<file path="config.mk">
export PLATFORM = sky130hd
export DESIGN_NAME = stby_rail_ctrl_flat
export DESIGN_NICKNAME = d
export VERILOG_FILES = /design/src/rtl/stby_rail_ctrl_if.sv /design/src/rtl/stby_rail_ctrl.sv /design/src/flat_wrapper.sv
export SDC_FILE = /design/constraint.sdc
export NUM_CORES = 1
export LEC_CHECK = 0
export ABC_AREA = 1
export CELL_PAD_IN_SITES_DETAIL_PLACEMENT = 1
export CELL_PAD_IN_SITES_GLOBAL_PLACEMENT = 2
export CORE_MARGIN = 1.5
export CORE_UTILIZATION = 32
export DETAILED_ROUTE_END_ITERATION = 8
export GPL_TIMING_DRIVEN = 0
export HOLD_SLACK_MARGIN = 0.08
export PLACE_DENSITY_LB_ADDON = 0.12
export SLEW_MARGIN = 10
export SYNTH_ARGS = -nofsm -noshare
export SYNTH_HDL_FRONTEND = slang
export SYNTH_SLANG_ARGS = --single-unit
</file>
<file path="constraint.sdc">
create_clock -name clk -period 2.52 [get_ports clk]
set_clock_uncertainty 0.2 [all_clocks]
set_input_delay 0.378 -clock clk [delete_from_list [all_inputs] [get_ports clk]]
set_output_delay 0.378 -clock clk [all_outputs]
set_load 0.005 [all_outputs]
</file>
<file path="src/rtl/stby_rail_ctrl_if.sv">
// rtl/stby_rail_ctrl_if.sv - signal bundle between the standby rail controller and its environment
interface stby_rail_ctrl_if;
  logic       stby_req;
  logic       stbyP1v05_pwrgd;
  logic       stbyP1v05_en_n;
  logic       rail_on;
  logic       fault_asw;
  logic [2:0] fsm;

  modport master (
    output stby_req, stbyP1v05_pwrgd,
    input  stbyP1v05_en_n, rail_on, fault_asw, fsm
  );

  modport slave (
    input  stby_req, stbyP1v05_pwrgd,
    output stbyP1v05_en_n, rail_on, fault_asw, fsm
  );
endinterface

</file>
<file path="src/rtl/stby_rail_ctrl.sv">
// rtl/stby_rail_ctrl.sv - standby 1.05 V rail sequencer with power-good filter and fault latch
// Optional automatic retry out of FAULT is enabled by defining STBY_RAIL_RETRY_EN.
module stby_rail_ctrl #(
  parameter int PGOOD_TIMEOUT = 50000,
  parameter int PGOOD_FILT    = 4,
  parameter int OFF_DLY       = 1000
`ifdef STBY_RAIL_RETRY_EN
  ,
  parameter int RETRY_MAX     = 3
`endif
) (
  input  logic            clk,
  input  logic            rst_n,
  stby_rail_ctrl_if.slave rail
);

  localparam int               CNT_TOP      = (PGOOD_TIMEOUT > OFF_DLY) ? PGOOD_TIMEOUT : OFF_DLY;
  localparam int               CNT_W        = $clog2(CNT_TOP) + 1;
  localparam logic [CNT_W-1:0] TIMEOUT_LAST = CNT_W'(PGOOD_TIMEOUT - 1);
  localparam logic [CNT_W-1:0] OFF_LAST     = CNT_W'(OFF_DLY - 1);
  localparam logic [CNT_W-1:0] CNT_SAT      = '1;
  localparam logic [3:0]       FILT_LEN     = 4'(PGOOD_FILT);

  typedef enum logic [2:0] {
    ST_OFF       = 3'd0,
    ST_RAMP      = 3'd1,
    ST_ON        = 3'd2,
    ST_DISCHARGE = 3'd3,
    ST_FAULT     = 3'd4
  } state_t;

  state_t           state_q, state_d;
  logic [CNT_W-1:0] cnt_q, cnt_d;
  logic             sync1_q, sync2_q;
  logic             pg_f_q;
  logic [3:0]       filt_cnt_q;
  logic             en_n_q, rail_on_q, fault_q;

`ifdef STBY_RAIL_RETRY_EN
  localparam int               RTY_W     = (RETRY_MAX < 2) ? 1 : $clog2(RETRY_MAX + 1);
  localparam logic [RTY_W-1:0] RETRY_LIM = RTY_W'(RETRY_MAX);
  logic [RTY_W-1:0] retry_q;
`endif

  // Filter counts synchronized samples that disagree with pg_f; any agreeing sample restarts the run.
  always_ff @(posedge clk or negedge rst_n) begin
    if (!rst_n) begin
      sync1_q    <= 1'b0;
      sync2_q    <= 1'b0;
      pg_f_q     <= 1'b0;
      filt_cnt_q <= '0;
    end else begin
      sync1_q <= rail.stbyP1v05_pwrgd;
      sync2_q <= sync1_q;
      if (sync2_q == pg_f_q) begin
        filt_cnt_q <= '0;
      end else if (filt_cnt_q + 4'd1 >= FILT_LEN) begin
        pg_f_q     <= sync2_q;
        filt_cnt_q <= '0;
      end else begin
        filt_cnt_q <= filt_cnt_q + 4'd1;
      end
    end
  end

  always_comb begin
    state_d = state_q;
    case (state_q)
      ST_OFF: begin
        if (rail.stby_req) state_d = ST_RAMP;
      end
      ST_RAMP: begin
        if (!rail.stby_req)            state_d = ST_DISCHARGE;
        else if (pg_f_q)               state_d = ST_ON;
        else if (cnt_q == TIMEOUT_LAST) state_d = ST_FAULT;
      end
      ST_ON: begin
        if (!rail.stby_req) state_d = ST_DISCHARGE;
        else if (!pg_f_q)   state_d = ST_FAULT;
      end
      ST_DISCHARGE: begin
        if (cnt_q == OFF_LAST) state_d = ST_OFF;
      end
      ST_FAULT: begin
        // Counter saturates, so >= keeps the exit open for as long as FAULT is held.
        if (cnt_q >= OFF_LAST) begin
          if (!rail.stby_req) state_d = ST_OFF;
`ifdef STBY_RAIL_RETRY_EN
          else if (retry_q < RETRY_LIM) state_d = ST_RAMP;
`endif
        end
      end
      default: state_d = ST_OFF;
    endcase

    if (state_d != state_q)  cnt_d = '0;
    else if (cnt_q == CNT_SAT) cnt_d = cnt_q;
    else                       cnt_d = cnt_q + 1'b1;
  end

  always_ff @(posedge clk or negedge rst_n) begin
    if (!rst_n) begin
      state_q   <= ST_OFF;
      cnt_q     <= '0;
      en_n_q    <= 1'b1;
      rail_on_q <= 1'b0;
      fault_q   <= 1'b0;
`ifdef STBY_RAIL_RETRY_EN
      retry_q   <= '0;
`endif
    end else begin
      state_q   <= state_d;
      cnt_q     <= cnt_d;
      en_n_q    <= !((state_q == ST_RAMP) || (state_q == ST_ON));
      rail_on_q <= (state_q == ST_ON);
      fault_q   <= (state_q == ST_FAULT);
`ifdef STBY_RAIL_RETRY_EN
      if ((state_d == ST_OFF) || ((state_d == ST_ON) && (state_q != ST_ON))) begin
        retry_q <= '0;
      end else if ((state_q == ST_FAULT) && (state_d == ST_RAMP)) begin
        retry_q <= retry_q + 1'b1;
      end
`endif
    end
  end

  assign rail.stbyP1v05_en_n = en_n_q;
  assign rail.rail_on        = rail_on_q;
  assign rail.fault_asw      = fault_q;
  assign rail.fsm            = state_q;

endmodule

</file>
<file path="src/flat_wrapper.sv">
// flat-port wrapper written by rule: the top's interface ports become plain ports
module stby_rail_ctrl_flat 
#(
  parameter int PGOOD_TIMEOUT = 50000,
  parameter int PGOOD_FILT    = 4,
  parameter int OFF_DLY       = 1000

)
  (clk, rst_n, rail_stby_req, rail_stbyP1v05_pwrgd, rail_stbyP1v05_en_n, rail_rail_on, rail_fault_asw, rail_fsm);
  stby_rail_ctrl_if rail_i ();
  input  logic clk;
  input  logic rst_n;
  input wire logic [$bits(rail_i.stby_req)-1:0] rail_stby_req;
  input wire logic [$bits(rail_i.stbyP1v05_pwrgd)-1:0] rail_stbyP1v05_pwrgd;
  output wire logic [$bits(rail_i.stbyP1v05_en_n)-1:0] rail_stbyP1v05_en_n;
  output wire logic [$bits(rail_i.rail_on)-1:0] rail_rail_on;
  output wire logic [$bits(rail_i.fault_asw)-1:0] rail_fault_asw;
  output wire logic [$bits(rail_i.fsm)-1:0] rail_fsm;
  assign rail_i.stby_req = rail_stby_req;
  assign rail_i.stbyP1v05_pwrgd = rail_stbyP1v05_pwrgd;
  assign rail_stbyP1v05_en_n = rail_i.stbyP1v05_en_n;
  assign rail_rail_on = rail_i.rail_on;
  assign rail_fault_asw = rail_i.fault_asw;
  assign rail_fsm = rail_i.fsm;
  stby_rail_ctrl #(.PGOOD_TIMEOUT(PGOOD_TIMEOUT), .PGOOD_FILT(PGOOD_FILT), .OFF_DLY(OFF_DLY)) u_core (.clk(clk), .rst_n(rst_n), .rail(rail_i));
endmodule
</file>
==> impl_summary.txt <==
----------------------------------------------------
[CTS]
  TritonCTS clock tree ... done
  Number of clock buffers inserted by TritonCTS ... 5
  H-Tree Depth ... 2
  Worst skew pair latency ... about 280 ps
  Clock sink total ... 30
  Clock Pin Slew Worst Setup and Hold Paths ... 70 ps
  Largest buffer count on any clock path ... 2
  Clock Tree Root ... sky130_fd_sc_hd__clkbuf_8

[Finish]
  Share of layout cells above drive strength 1 ... 22.61%
  Number of non-filler instances in the completed layout ... 300
  Layout net count ... approximately 240
  Count of inserted antenna diode cells ... 0
  Signed area change from the synthesized netlist to the final layout ... 21.48%
  Final instance area ... 2095 um^2

[Power]
  Clock network fraction of total power ... between 20% and 30%
  P_int ... 1.012 mW
  Switching Fraction ... roughly 38%
  Leakage power figure ... around 0.9 nW
  NetSw ... ~0.63 mW
  Power share of the sequential group ... a little under two fifths
  Pwr/cell area ... ~790 nW/um^2
  Part of the power in combinational logic ... between 30% and 40%
  Maximum vdd ir drop ... slightly above 0.5 mV

[Critical path]
  WP depth ... 15
  Critical path launch point type ... flip-flop
  Family of cells with the greatest summed delay on the critical path ... simple AND/OR/NAND/NOR gates
  Slowest cell on the critical path ... sky130_fd_sc_hd__dfrtp_1
  Largest fanout of any net on the critical path ... 5
  Max incr delay on CP ... around 430 ps
  Startpoint of the most critical setup path ... u_core.cnt_q[0]$_DFFE_PN0P_
  R2r worst-path depth ... 15
  Class of the most critical setup path ... flip-flop to flip-flop
  Data arrival at the endpoint of the critical path ... 2350 ps
  Buf/Inv on CP ... 0
  Beginning of the worst register-to-register path ... u_core.cnt_q[0]$_DFFE_PN0P_
  Worst path required time ... about 2500 ps
  Kind of capture point of the worst setup path ... flip-flop
  Cell-by-cell trace of the critical path ... ha_4, nand3_2, nor3_1, nand3_1, nor2_2, ha_4, nor2_4, nand2_2, nor2_2, nand3_1, nor2_2, nand3_1, nand2_1, nand2_1, nor2_4

[STA]
  Minimum period implied by the final worst setup slack ... between 2000 and 2500 ps
  Final worst hold slack ... ~150 ps
  Peak clock frequency supported by timing ... ~0.43 GHz
  Worst slew margin ... a little over half
  Final setup violation count ... 0
  Number of hold violations in the final report ... 0
  Number of max-slew violations in the final report ... 0
  Final critical-path share of the clock period ... approximately 90%
  Transition time of the tightest slew-check pin ... 679.5 ps

[Synth]
  Summed instance area of the synthesized netlist ... 1724 um^2
  Number of warnings printed during yosys synthesis ... 0
  Number of synthesized register bits ... 30
  Portion of the post-synthesis area used by sequential elements ... a little over two fifths
  Number of instances in the synthesized netlist ... a little over 200
  Average footprint of a synthesized cell ... ~8.3 um^2
  Distinct cell type count after synthesis ... 30

[Routing]
  Via density per instance ... around 4.6
  Count of TritonRoute iterations in the first routing pass ... 4
  Detailed Route Iter0 Violations ... 55
  Vias after detailed routing ... around 1.4k
  Total length of routed wires ... 3.757 mm
  Residual DRC ... 0
  Number of nets with antenna violations after detailed routing ... 0
  Routed length per placed instance ... about 13 um

[Place]
  Final weighted congestion in routability-driven placement ... just under 0.8
  Cell count after placement ... approximately 290
  Post-detailed-placement cell area ... 1901 um^2
  Count of input and output buffers ... 9
  Post-detail-place hpwl ... about 2.9 mm

[Die]
  Number of rows in the core area ... 26
  Initial Utilization ... 33.54%
  Die outline height ... ~76 um
  Chip Width ... between 70 and 80 um
  Placeable core area ... approximately 5100 um^2
  Die Footprint ... 5837 um^2
  Boundary Pins ... 10

[Global route]
  Pin count of the biggest net entering global routing ... 31
  Global-route wire length before repair ... ~6.9 mm
  Via count of the first global-routing pass ... 1477
  Global-route usage over all layers ... between 10 and 15%
  Initial antenna violation count ... 0
  Overflow after GRT ... 0

[Worst hold path]
  Worst min-delay path category ... flip-flop to flip-flop
  Number of cells traversed by the worst hold path ... 0
  Beginning of the worst hold path ... u_core.sync1_q$_DFF_PN0_

[Status]
  Outcome ... finished, final reports clean

[Run]
  Max-cap violations ... 0

----------------------------------------------------
[worst paths after layout]
kind                                                 to  slack, ps
max in group asynchronous   u_core.cnt_q[4]$_DFFE_PN0P_       1200
setup reg to reg           u_core.cnt_q[15]$_DFFE_PN0P_        200
setup / recovery           u_core.cnt_q[15]$_DFFE_PN0P_        200
hold reg to reg                u_core.sync2_q$_DFF_PN0_        150
min in group asynchronous   u_core.cnt_q[8]$_DFFE_PN0P_        470
hold / removal                 u_core.sync2_q$_DFF_PN0_        150
[area by class of cell]
type	instances	area, um^2
Fill cell	636	3045
Multi-Input combinational cell	152	915.9
Sequential cell	30	752.0
Timing Repair Buffer	15	132.6
Tap cell	70	87.58
Inverter	23	86.33
Clock buffer	6	82.58
Buffer	2	25.02
Clock inverter	2	12.51
[cell usage in the layout (no fill, tap or decap), drive strengths merged, types with 3 or more instances in the layout]
master | netlist | routed
nor2 | 47 | 47
nand2 | 44 | 44
dfrtp | 29 | 29
inv | 22 | 22
nand3 | 19 | 19
clkdlybuf4s50 | 0 | 8
buf | 2 | 8
xor2 | 7 | 7
o21ai | 7 | 7
xnor2 | 6 | 6
clkbuf | 1 | 6
a21oi | 6 | 6
nand4 | 5 | 5
nor3 | 3 | 3
ha | 3 | 3
[per-stage QoR]
stage               utilization [%]  setup TNS [ps]  worst slack [ps]  power [mW]
floorplan                         -               0             120.4       1.063
global placement              37.07          -975.3            -250.2       1.239
detailed placement            36.98           -1473            -294.5       1.253
CTS                           39.44               0             2.232       1.671
global route                  40.75          -68.15            -31.43       1.771
finish                        40.75               0             196.2       1.645
[cell usage after synthesis]
library cell / n / area share, %
sky130_fd_sc_hd__nor3_1: 3 / 0.87
sky130_fd_sc_hd__or2_2: 1 / 0.36
sky130_fd_sc_hd__xnor2_1: 6 / 3.0
sky130_fd_sc_hd__nand2_4: 1 / 0.65
sky130_fd_sc_hd__buf_12: 1 / 1.2
sky130_fd_sc_hd__a21oi_1: 3 / 0.87
sky130_fd_sc_hd__nand2_1: 39 / 8.5
sky130_fd_sc_hd__ha_1: 3 / 2.2
sky130_fd_sc_hd__xor2_1: 7 / 3.6
sky130_fd_sc_hd__o21ai_0: 6 / 1.7
sky130_fd_sc_hd__a21oi_2: 2 / 1.0
sky130_fd_sc_hd__dfstp_2: 1 / 1.5
sky130_fd_sc_hd__inv_2: 1 / 0.22
sky130_fd_sc_hd__nand4_1: 5 / 1.8
sky130_fd_sc_hd__conb_1: 1 / 0.22
sky130_fd_sc_hd__nor2_4: 10 / 6.5
sky130_fd_sc_hd__mux2i_1: 1 / 0.58
sky130_fd_sc_hd__nand2_2: 4 / 1.5
sky130_fd_sc_hd__nand3_2: 2 / 1.2
sky130_fd_sc_hd__dfrtp_1: 29 / 42
sky130_fd_sc_hd__nor2_2: 4 / 1.5
sky130_fd_sc_hd__nand3_1: 17 / 4.9
sky130_fd_sc_hd__inv_1: 21 / 4.6
sky130_fd_sc_hd__o21ai_1: 1 / 0.29
sky130_fd_sc_hd__buf_2: 1 / 0.29
sky130_fd_sc_hd__clkinv_1: 1 / 0.22
sky130_fd_sc_hd__clkbuf_1: 1 / 0.22
sky130_fd_sc_hd__nor2_1: 33 / 7.2
sky130_fd_sc_hd__nor4_1: 1 / 0.36
sky130_fd_sc_hd__a21oi_4: 1 / 0.94
[metal layers]
layer	wire, um	track usage, %	vias up
met5	0	0	-
li1	-	-	688
met4	61	5.926	0
met3	104	3.952	7
met1	1863	20.34	682
met2	1727	22.23	13
[logic make-up after synthesis]
kind of cell,share of synthesized area (%)
DFF,43.61
other,0.2175
xor gates and xnor gates,6.604
adders and majority gates,2.177
AOI/OAI and AO/OA,4.862
muxes,0.5806
and+or+nand+nor,35.27
buffers and inverters,6.676
[flip-flops by register name (all words and copies together) (netlist names)]
register / count
u_core.rail.fault_asw: 1
u_core.cnt_q: 17
u_core.sync2_q: 1
u_core.rail.fsm: 3
u_core.filt_cnt_q: 4
u_core.rail.stbyP1v05_en_n: 1
u_core.pg_f_q: 1
u_core.sync1_q: 1
u_core.rail.rail_on: 1
[repair_timing]
action / 4_1_cts / 5_1_grt
pin swaps: 1 / 2
endpoints found under the hold margin: 29 / 0
setup endpoints to repair: 9 / 9
hold buffers: 1 / 0
setup buffers: 0 / 5
gates resized for setup: 7 / 6
[power by group through the flow]
| stage | combinational [mW] | clock [mW] | sequential [mW] |
|---|---|---|---|
| finish | 0.632 | 0.403 | 0.609 |
| global route | 0.700 | 0.450 | 0.620 |
| CTS | 0.646 | 0.419 | 0.606 |
| detailed placement | 0.638 | 0 | 0.615 |
| global placement | 0.627 | 0 | 0.612 |
| floorplan | 0.458 | 0 | 0.605 |
[worst reg2reg max path: stages, from the launching register on]
cell and delay [ps]:
sky130_fd_sc_hd__dfrtp_1 430, sky130_fd_sc_hd__ha_4 190, sky130_fd_sc_hd__nand3_2 90, sky130_fd_sc_hd__nor3_1 50
sky130_fd_sc_hd__nand3_1 110, sky130_fd_sc_hd__nor2_2 70, sky130_fd_sc_hd__ha_4 180, sky130_fd_sc_hd__nor2_4 160
sky130_fd_sc_hd__nand2_2 100, sky130_fd_sc_hd__nor2_2 110, sky130_fd_sc_hd__nand3_1 110, sky130_fd_sc_hd__nor2_2 150
sky130_fd_sc_hd__nand3_1 80, sky130_fd_sc_hd__nand2_1 60, sky130_fd_sc_hd__nand2_1 70, sky130_fd_sc_hd__nor2_4 100
No activity file was read; power rests on OpenSTA's default activity.
